**config.mk**
```make
export PLATFORM = sky130hd
export DESIGN_NAME = mem_port_arbiter_flat
export DESIGN_NICKNAME = d
export VERILOG_FILES = /design/src/rtl/riscv_mem_pkg.sv /design/src/rtl/mem_port_arbiter_if.sv /design/src/rtl/load_extend.sv /design/src/rtl/mem_port_arbiter.sv /design/src/flat_wrapper.sv
export SDC_FILE = /design/constraint.sdc
export NUM_CORES = 1
export LEC_CHECK = 0
export CAP_MARGIN = 20
export CORE_MARGIN = 5
export CORE_UTILIZATION = 31
export CTS_CLUSTER_SIZE = 40
export DETAILED_ROUTE_END_ITERATION = 8
export PLACE_DENSITY = 0.89
export RECOVER_POWER = 25
export SYNTH_ARGS = -nofsm -noshare
export SYNTH_HDL_FRONTEND = slang
export SYNTH_SLANG_ARGS = --single-unit
export TNS_END_PERCENT = 1
```
**constraint.sdc**
```tcl
create_clock -name clk -period 3.21 [get_ports clk]
set_clock_uncertainty 0.15 [all_clocks]
set_input_delay 0.8025 -clock clk [delete_from_list [all_inputs] [get_ports clk]]
set_output_delay 0.8025 -clock clk [all_outputs]
set_load 0.005 [all_outputs]
```
**src/rtl/riscv_mem_pkg.sv**
```systemverilog
// Shared constants for the memory-port arbiter: RV32 load/store funct3 codes,
// memory access sizes, the round-robin port identifier and funct3 legality check.
package riscv_mem_pkg;

   localparam logic [2:0] F3_LB  = 3'd0;
   localparam logic [2:0] F3_LH  = 3'd1;
   localparam logic [2:0] F3_LW  = 3'd2;
   localparam logic [2:0] F3_LBU = 3'd4;
   localparam logic [2:0] F3_LHU = 3'd5;
   localparam logic [2:0] F3_SB  = 3'd0;
   localparam logic [2:0] F3_SH  = 3'd1;
   localparam logic [2:0] F3_SW  = 3'd2;

   localparam logic [1:0] MEM_SZ_BYTE = 2'd0;
   localparam logic [1:0] MEM_SZ_HALF = 2'd1;
   localparam logic [1:0] MEM_SZ_WORD = 2'd2;

   typedef enum logic {
      PORT_IF = 1'b0,
      PORT_LS = 1'b1
   } port_e;

   function automatic logic is_legal_f3(input logic we, input logic [2:0] f3);
      if (we)
         return f3 inside {F3_SB, F3_SH, F3_SW};
      return f3 inside {F3_LB, F3_LH, F3_LW, F3_LBU, F3_LHU};
   endfunction

endpackage

```
**src/rtl/mem_port_arbiter_if.sv**
```systemverilog
// Bundle of requester, response and memory-side signals for the arbiter.
// slave = the arbiter itself; master = the surrounding requesters and memory.
interface mem_port_arbiter_if #(
   parameter int AWIDTH = 32,
   parameter int DPORT  = 32
);
   logic              if_req;
   logic [AWIDTH-1:0] if_addr;
   logic              if_gnt;
   logic              if_rsp_valid;
   logic              if_rsp_ready;
   logic [DPORT-1:0]  if_rsp_data;
   logic              if_rsp_err;

   logic              ls_req;
   logic              ls_we;
   logic [2:0]        ls_funct3;
   logic [AWIDTH-1:0] ls_addr;
   logic [DPORT-1:0]  ls_wdata;
   logic              ls_gnt;
   logic              ls_rsp_valid;
   logic              ls_rsp_ready;
   logic [DPORT-1:0]  ls_rsp_data;
   logic              ls_rsp_err;

   logic              mem_wr;
   logic [1:0]        mem_byte;
   logic [AWIDTH-1:0] mem_addr;
   logic [DPORT-1:0]  mem_wdata;
   logic [DPORT-1:0]  mem_rdata;

   modport slave (
      input  if_req, if_addr, if_rsp_ready,
      output if_gnt, if_rsp_valid, if_rsp_data, if_rsp_err,
      input  ls_req, ls_we, ls_funct3, ls_addr, ls_wdata, ls_rsp_ready,
      output ls_gnt, ls_rsp_valid, ls_rsp_data, ls_rsp_err,
      output mem_wr, mem_byte, mem_addr, mem_wdata,
      input  mem_rdata
   );

   modport master (
      output if_req, if_addr, if_rsp_ready,
      input  if_gnt, if_rsp_valid, if_rsp_data, if_rsp_err,
      output ls_req, ls_we, ls_funct3, ls_addr, ls_wdata, ls_rsp_ready,
      input  ls_gnt, ls_rsp_valid, ls_rsp_data, ls_rsp_err,
      input  mem_wr, mem_byte, mem_addr, mem_wdata,
      output mem_rdata
   );
endinterface

```
**src/rtl/load_extend.sv**
```systemverilog
// Combinational RV32 load extension of the low bytes of a raw memory word.
import riscv_mem_pkg::*;

module load_extend #(
   parameter int DPORT = 32
) (
   input  logic [2:0]       funct3,
   input  logic [DPORT-1:0] raw,
   output logic [DPORT-1:0] ext
);

   always_comb begin
      ext = '0;
      case (funct3)
         F3_LB:   ext = {{(DPORT-8){raw[7]}}, raw[7:0]};
         F3_LH:   ext = {{(DPORT-16){raw[15]}}, raw[15:0]};
         F3_LW:   ext = raw;
         F3_LBU:  ext = {{(DPORT-8){1'b0}}, raw[7:0]};
         F3_LHU:  ext = {{(DPORT-16){1'b0}}, raw[15:0]};
         default: ext = '0;
      endcase
   end

endmodule

```
**src/rtl/mem_port_arbiter.sv**
```systemverilog
// Round-robin arbiter sharing one single-port memory between instruction fetch
// and load/store, with registered per-port responses and valid/ready backpressure.
import riscv_mem_pkg::*;

module mem_port_arbiter #(
   parameter int AWIDTH = 32,
   parameter int DPORT  = 32
) (
   input  logic                clk,
   input  logic                rst,
   mem_port_arbiter_if.slave   bus
);

   logic             elig_if, elig_ls;
   logic             gnt_if, gnt_ls;
   logic             err_if, err_ls, mis_ls;
   port_e            rr_ptr, rr_next;
   logic [DPORT-1:0] ld_ext;

   load_extend #(.DPORT(DPORT)) u_load_extend (
      .funct3 (bus.ls_funct3),
      .raw    (bus.mem_rdata),
      .ext    (ld_ext)
   );

   // A port with an unaccepted response may not issue, so each has one outstanding.
   always_comb begin
      elig_if = bus.if_req & (~bus.if_rsp_valid | bus.if_rsp_ready);
      elig_ls = bus.ls_req & (~bus.ls_rsp_valid | bus.ls_rsp_ready);
      gnt_if  = 1'b0;
      gnt_ls  = 1'b0;
      rr_next = rr_ptr;
      if (!rst) begin
         if (elig_if && elig_ls) begin
            gnt_if = (rr_ptr == PORT_IF);
            gnt_ls = (rr_ptr == PORT_LS);
         end else begin
            gnt_if = elig_if;
            gnt_ls = elig_ls;
         end
      end
      if (gnt_if)
         rr_next = PORT_LS;
      else if (gnt_ls)
         rr_next = PORT_IF;
   end

   always_comb begin
      err_if = |bus.if_addr[1:0];
      mis_ls = 1'b0;
      case (bus.ls_funct3[1:0])
         MEM_SZ_HALF: mis_ls = bus.ls_addr[0];
         MEM_SZ_WORD: mis_ls = |bus.ls_addr[1:0];
         default:     mis_ls = 1'b0;
      endcase
      err_ls = mis_ls | ~is_legal_f3(bus.ls_we, bus.ls_funct3);
   end

   // Idle cycles present the load/store fields so the memory sees a stable source.
   always_comb begin
      bus.if_gnt    = gnt_if;
      bus.ls_gnt    = gnt_ls;
      bus.mem_addr  = gnt_if ? bus.if_addr : bus.ls_addr;
      bus.mem_byte  = gnt_if ? MEM_SZ_WORD : bus.ls_funct3[1:0];
      bus.mem_wdata = gnt_if ? '0 : bus.ls_wdata;
      bus.mem_wr    = gnt_ls & bus.ls_we & ~err_ls;
   end

   always_ff @(posedge clk) begin
      if (rst)
         rr_ptr <= PORT_LS;
      else
         rr_ptr <= rr_next;
   end

   always_ff @(posedge clk) begin
      if (rst) begin
         bus.if_rsp_valid <= 1'b0;
         bus.if_rsp_err   <= 1'b0;
         bus.if_rsp_data  <= '0;
      end else if (gnt_if) begin
         bus.if_rsp_valid <= 1'b1;
         bus.if_rsp_err   <= err_if;
         bus.if_rsp_data  <= err_if ? '0 : bus.mem_rdata;
      end else if (bus.if_rsp_ready) begin
         bus.if_rsp_valid <= 1'b0;
      end
   end

   always_ff @(posedge clk) begin
      if (rst) begin
         bus.ls_rsp_valid <= 1'b0;
         bus.ls_rsp_err   <= 1'b0;
         bus.ls_rsp_data  <= '0;
      end else if (gnt_ls) begin
         bus.ls_rsp_valid <= 1'b1;
         bus.ls_rsp_err   <= err_ls;
         bus.ls_rsp_data  <= (err_ls | bus.ls_we) ? '0 : ld_ext;
      end else if (bus.ls_rsp_ready) begin
         bus.ls_rsp_valid <= 1'b0;
      end
   end

endmodule

```
**src/flat_wrapper.sv**
```systemverilog
// flat-port wrapper written by rule: the top's interface ports become plain ports
module mem_port_arbiter_flat 
#(
   parameter int AWIDTH = 32,
   parameter int DPORT  = 32
)
  (clk, rst, bus_if_req, bus_if_addr, bus_if_rsp_ready, bus_if_gnt, bus_if_rsp_valid, bus_if_rsp_data, bus_if_rsp_err, bus_ls_req, bus_ls_we, bus_ls_funct3, bus_ls_addr, bus_ls_wdata, bus_ls_rsp_ready, bus_ls_gnt, bus_ls_rsp_valid, bus_ls_rsp_data, bus_ls_rsp_err, bus_mem_wr, bus_mem_byte, bus_mem_addr, bus_mem_wdata, bus_mem_rdata);
  mem_port_arbiter_if #(.AWIDTH(AWIDTH), .DPORT(DPORT)) bus_i ();
  input  logic clk;
  input  logic rst;
  input wire logic [$bits(bus_i.if_req)-1:0] bus_if_req;
  input wire logic [$bits(bus_i.if_addr)-1:0] bus_if_addr;
  input wire logic [$bits(bus_i.if_rsp_ready)-1:0] bus_if_rsp_ready;
  output wire logic [$bits(bus_i.if_gnt)-1:0] bus_if_gnt;
  output wire logic [$bits(bus_i.if_rsp_valid)-1:0] bus_if_rsp_valid;
  output wire logic [$bits(bus_i.if_rsp_data)-1:0] bus_if_rsp_data;
  output wire logic [$bits(bus_i.if_rsp_err)-1:0] bus_if_rsp_err;
  input wire logic [$bits(bus_i.ls_req)-1:0] bus_ls_req;
  input wire logic [$bits(bus_i.ls_we)-1:0] bus_ls_we;
  input wire logic [$bits(bus_i.ls_funct3)-1:0] bus_ls_funct3;
  input wire logic [$bits(bus_i.ls_addr)-1:0] bus_ls_addr;
  input wire logic [$bits(bus_i.ls_wdata)-1:0] bus_ls_wdata;
  input wire logic [$bits(bus_i.ls_rsp_ready)-1:0] bus_ls_rsp_ready;
  output wire logic [$bits(bus_i.ls_gnt)-1:0] bus_ls_gnt;
  output wire logic [$bits(bus_i.ls_rsp_valid)-1:0] bus_ls_rsp_valid;
  output wire logic [$bits(bus_i.ls_rsp_data)-1:0] bus_ls_rsp_data;
  output wire logic [$bits(bus_i.ls_rsp_err)-1:0] bus_ls_rsp_err;
  output wire logic [$bits(bus_i.mem_wr)-1:0] bus_mem_wr;
  output wire logic [$bits(bus_i.mem_byte)-1:0] bus_mem_byte;
  output wire logic [$bits(bus_i.mem_addr)-1:0] bus_mem_addr;
  output wire logic [$bits(bus_i.mem_wdata)-1:0] bus_mem_wdata;
  input wire logic [$bits(bus_i.mem_rdata)-1:0] bus_mem_rdata;
  assign bus_i.if_req = bus_if_req;
  assign bus_i.if_addr = bus_if_addr;
  assign bus_i.if_rsp_ready = bus_if_rsp_ready;
  assign bus_if_gnt = bus_i.if_gnt;
  assign bus_if_rsp_valid = bus_i.if_rsp_valid;
  assign bus_if_rsp_data = bus_i.if_rsp_data;
  assign bus_if_rsp_err = bus_i.if_rsp_err;
  assign bus_i.ls_req = bus_ls_req;
  assign bus_i.ls_we = bus_ls_we;
  assign bus_i.ls_funct3 = bus_ls_funct3;
  assign bus_i.ls_addr = bus_ls_addr;
  assign bus_i.ls_wdata = bus_ls_wdata;
  assign bus_i.ls_rsp_ready = bus_ls_rsp_ready;
  assign bus_ls_gnt = bus_i.ls_gnt;
  assign bus_ls_rsp_valid = bus_i.ls_rsp_valid;
  assign bus_ls_rsp_data = bus_i.ls_rsp_data;
  assign bus_ls_rsp_err = bus_i.ls_rsp_err;
  assign bus_mem_wr = bus_i.mem_wr;
  assign bus_mem_byte = bus_i.mem_byte;
  assign bus_mem_addr = bus_i.mem_addr;
  assign bus_mem_wdata = bus_i.mem_wdata;
  assign bus_i.mem_rdata = bus_mem_rdata;
  mem_port_arbiter #(.AWIDTH(AWIDTH), .DPORT(DPORT)) u_core (.clk(clk), .rst(rst), .bus(bus_i));
endmodule
```
==> results.sh <==
export IMPL_worst_path_max_fanout=5
export IMPL_postRouteAntennaNets=0
export IMPL_dieArea_mm2=0.0121
export IMPL_numCtsBuffers=9
export IMPL_tightest_slew_ns=0.707
export IMPL_slowest_delay_ns=0.40
export IMPL_rows=36
export IMPL_swShare_pct=25.6
export IMPL_core_mm2=0.00973
export IMPL_grt_pass1_vias=3928
export IMPL_fin_crit_sh_pct=102
export IMPL_clockPowerShare_pct=31.4
export IMPL_pin_count=275
export IMPL_power_density_mw_per_mm2=338
export IMPL_cp_start_kind="input port"
export IMPL_violations="setup timing"
export IMPL_nNetsFinal=748
export IMPL_timing_rr_start="u_core.bus.ls_rsp_valid"
export IMPL_synth_most_common_cell="dfxtp_1"
export IMPL_start_util_pct=31.7
export IMPL_synth_area_leaders="dfxtp_1 45%, mux2_2 12%, a22o_1 10%"
export IMPL_die_w_um=110
export IMPL_grt_first_pass_wirelength_um=23000
export IMPL_synth_common_cells="69 x dfxtp_1, 36 x a22o_1, 34 x nor2b_1"
export IMPL_comb_power_share_pct=28.9
export IMPL_path_cells="buf_6, nand2b_4, a311o_2, nor2_4, buf_6, buf_4, mux2_2, buf_2"
export IMPL_fmax_ghz=0.305
export IMPL_synth_ff_type="dfxtp_1"
export IMPL_post_place_cells=709
export IMPL_hold_buffers=0
export IMPL_p_leak_nw=2.67
export IMPL_async_reset_ff_share_pct=0
export IMPL_cp_common_cell="buf_6"
export IMPL_endpoint_kind="output pin"
export IMPL_hp_class="reg -> reg"
export IMPL_wl_per_cell_um=22.0
export IMPL_tns_ns=-1.62
export IMPL_clock_sinks=69
export IMPL_yosysTopAreaCell="dfxtp_1"
export IMPL_synth_seq_area_share_pct=44.8
export IMPL_ys_ff_latch=69
export IMPL_finalHoldViolCount=0
export IMPL_drv_cap=0
export IMPL_crit_start="bus_ls_rsp_ready"
export IMPL_via_per_inst=4.93
export IMPL_port_buffers=274
export IMPL_cp_slowest_cell="a311o_2"
export IMPL_layout_cells_non_filler=745
export IMPL_grt_usage_pct=25.2
export IMPL_status="complete, but fails checks"
export IMPL_finalMaxSlewViolations=0
export IMPL_place_gp_congestion=0.777
export IMPL_cp_required_ns=2.26
export IMPL_synthCells=298
export IMPL_drt_initial_drc_count=173
export IMPL_die_h_um=110
export IMPL_clock_path_buffers=2
export IMPL_overflow=0
export IMPL_relSlewSlack_pct=52.9
export IMPL_synth_edf_count=0
export IMPL_seqCellArea_mm2=0.00138
export IMPL_cp_arrival_ns=2.33
export IMPL_setup_viol=41
export IMPL_multi_input_area_mm2=0.00170
export IMPL_syn_num_nets=439
export IMPL_route_detailed_drc=0
export IMPL_cts_tree="done"
export IMPL_cts_clk_slew_worst_paths_ns=0.08
export IMPL_synthToLayoutAreaGrowth_pct=114
export IMPL_layout_min_cycle_time_ns=3.28
export IMPL_p_switching_mw=0.571
export IMPL_synth_cell_type_count=38
export IMPL_critPathTopFamily="buffers and inverters"
export IMPL_avgSynthCellArea_um2=10.4
export IMPL_cp_depth=8
export IMPL_grt_max_degree=33
export IMPL_power_internal_mw=1.66
export IMPL_wl_um=16400
export IMPL_worst_slack_ns=-0.0741
export IMPL_power_frac_seq_pct=39.7
export IMPL_antenna_found_initial=0
export IMPL_cp_buffers_inverters=4
export IMPL_vdd_drop_max_mv=0.312
export IMPL_worstSetupPathType="in -> out"
export IMPL_vias=3675
export IMPL_antenna_cells=0
export IMPL_reg2reg_setup_slack_ns=0.88
export IMPL_endpoint="bus_mem_addr[27]"
export IMPL_fillCellCount=704
export IMPL_yosysWarnings=0
export IMPL_mappedNetlistArea_mm2=0.00309
export IMPL_yosysTopAreaCellShare_pct=44.8
export IMPL_cts_root_buf="clkbuf_8"
export IMPL_drive_above_1_share_pct=26.1
export IMPL_rsz0062_at_grt="true"
export IMPL_htree_levels=3
export IMPL_clock_latency_ns=0.32
export IMPL_r2r_end="u_core.bus.if_rsp_data[18]"
export IMPL_dp_hpwl_um=11700
export IMPL_dr_pass1_iters=4
export IMPL_reg2regPathDepth=7
[cell type report]
class	count	share of cell area, %
well taps	133	2.52
clock buffers	12	2.20
inverters	3	0.170
flip-flops and latches	69	20.9
multi-input cells	202	25.7
repair buffers	322	47.8
clock inverters	4	0.720
[registers in the layout (all words and copies together) (netlist names)]
register	flops
u_core.bus.if_rsp_data	32
u_core.bus.ls_rsp_err	1
u_core.bus.if_rsp_err	1
u_core.bus.if_rsp_valid	1
u_core.bus.ls_rsp_valid	1
u_core.rr_ptr	1
u_core.bus.ls_rsp_data	32
[power groups by stage]
stage,logic (mW),clock network (mW),registers (mW)
2_1_floorplan,0.167,0,0.906
3_3_place_gp,0.575,0,0.904
3_5_place_dp,0.587,0,0.905
4_1_cts,0.635,0.715,0.886
5_1_grt,0.681,0.758,0.888
6_report,0.646,0.700,0.886
[tightest hold or removal path: cells and delay by family (launching register included)]
family	cells	cell delay, ns
AND/OR/NAND/NOR	1	0.05
AO/OA/AOI/OAI	1	0.05
flip-flops	1	0.32
[what timing repair did]
| item | CTS | global route |
|---|---|---|
| pin swaps | 4 | 3 |
| cloned | 4 | 0 |
| setup buffers | 17 | 4 |
| endpoints found under the setup margin | 69 | 68 |
| resized for setup | 304 | 33 |
[layer usage]
layer  vias to the layer above  routed length (µm)  global-route usage [%]
li1                       1715                   -                       -
met1                      1737                6110                    28.8
met2                       190                8420                    44.8
met3                        33                1450                    7.99
met4                         0                 431                    6.95
met5                         -                   0                       0
[logic make-up (layout without fill, tap and decap cells)]
kind of cell	count (synthesis)	after routing	share of synthesized area, %
flip-flops	69	69	44.8
buffers and inverters	27	341	4.38
AO/OA/AOI/OAI	98	98	24.6
AND/OR/NAND/NOR	68	68	13.1
multiplexers	33	33	12.0
adder cells (fa/ha/maj)	3	3	1.22
[per-stage QoR]
stage	power (mW)	hold WS [ns]	util, %	instance area [µm²]	setup WS (ns)
2_1_floorplan	1.07	0.298	-	3090	0.0599
3_3_place_gp	1.48	0.292	63.1	6140	-0.679
3_5_place_dp	1.49	0.297	63.1	6140	-0.724
4_1_cts	2.24	0.315	68.1	6630	-0.170
5_1_grt	2.33	0.331	67.9	6610	-0.104
6_report	2.23	0.304	67.9	6610	-0.0741
[cells in the final DEF, fill, tap and decap left out, types with 2 or more instances in the layout]
cell type	n
a21oi_1	29
a22o_1	36
buf_12	5
buf_2	21
buf_4	27
buf_6	37
buf_8	4
clkbuf_1	4
clkbuf_2	3
clkbuf_8	10
clkdlybuf4s15_1	13
clkdlybuf4s15_2	4
clkdlybuf4s50_1	198
clkinv_2	2
dfxtp_1	69
dlygate4sd2_1	6
ha_1	2
inv_2	3
mux2_2	3
mux2_4	29
nand2_1	9
nand3_1	4
nor2_1	8
nor2b_1	33
o2bb2ai_1	24
[worst min path at each step]
stage / to / cells after the start / slack [ns] / start
floorplan: u_core.bus.if_rsp_data[10] / 2 / 0.30 / u_core.bus.if_rsp_data[10]
global placement: u_core.bus.if_rsp_data[17] / 2 / 0.29 / u_core.bus.if_rsp_data[17]
detailed placement: u_core.bus.ls_rsp_data[18] / 1 / 0.30 / u_core.bus.ls_rsp_data[18]
CTS: u_core.bus.if_rsp_data[12] / 2 / 0.32 / u_core.bus.if_rsp_data[12]
global route: u_core.bus.ls_rsp_data[16] / 1 / 0.33 / u_core.bus.ls_rsp_data[16]
finish: u_core.bus.if_rsp_data[10] / 2 / 0.30 / u_core.bus.if_rsp_data[10]
Note: power is estimated with default switching activity, not from simulation.
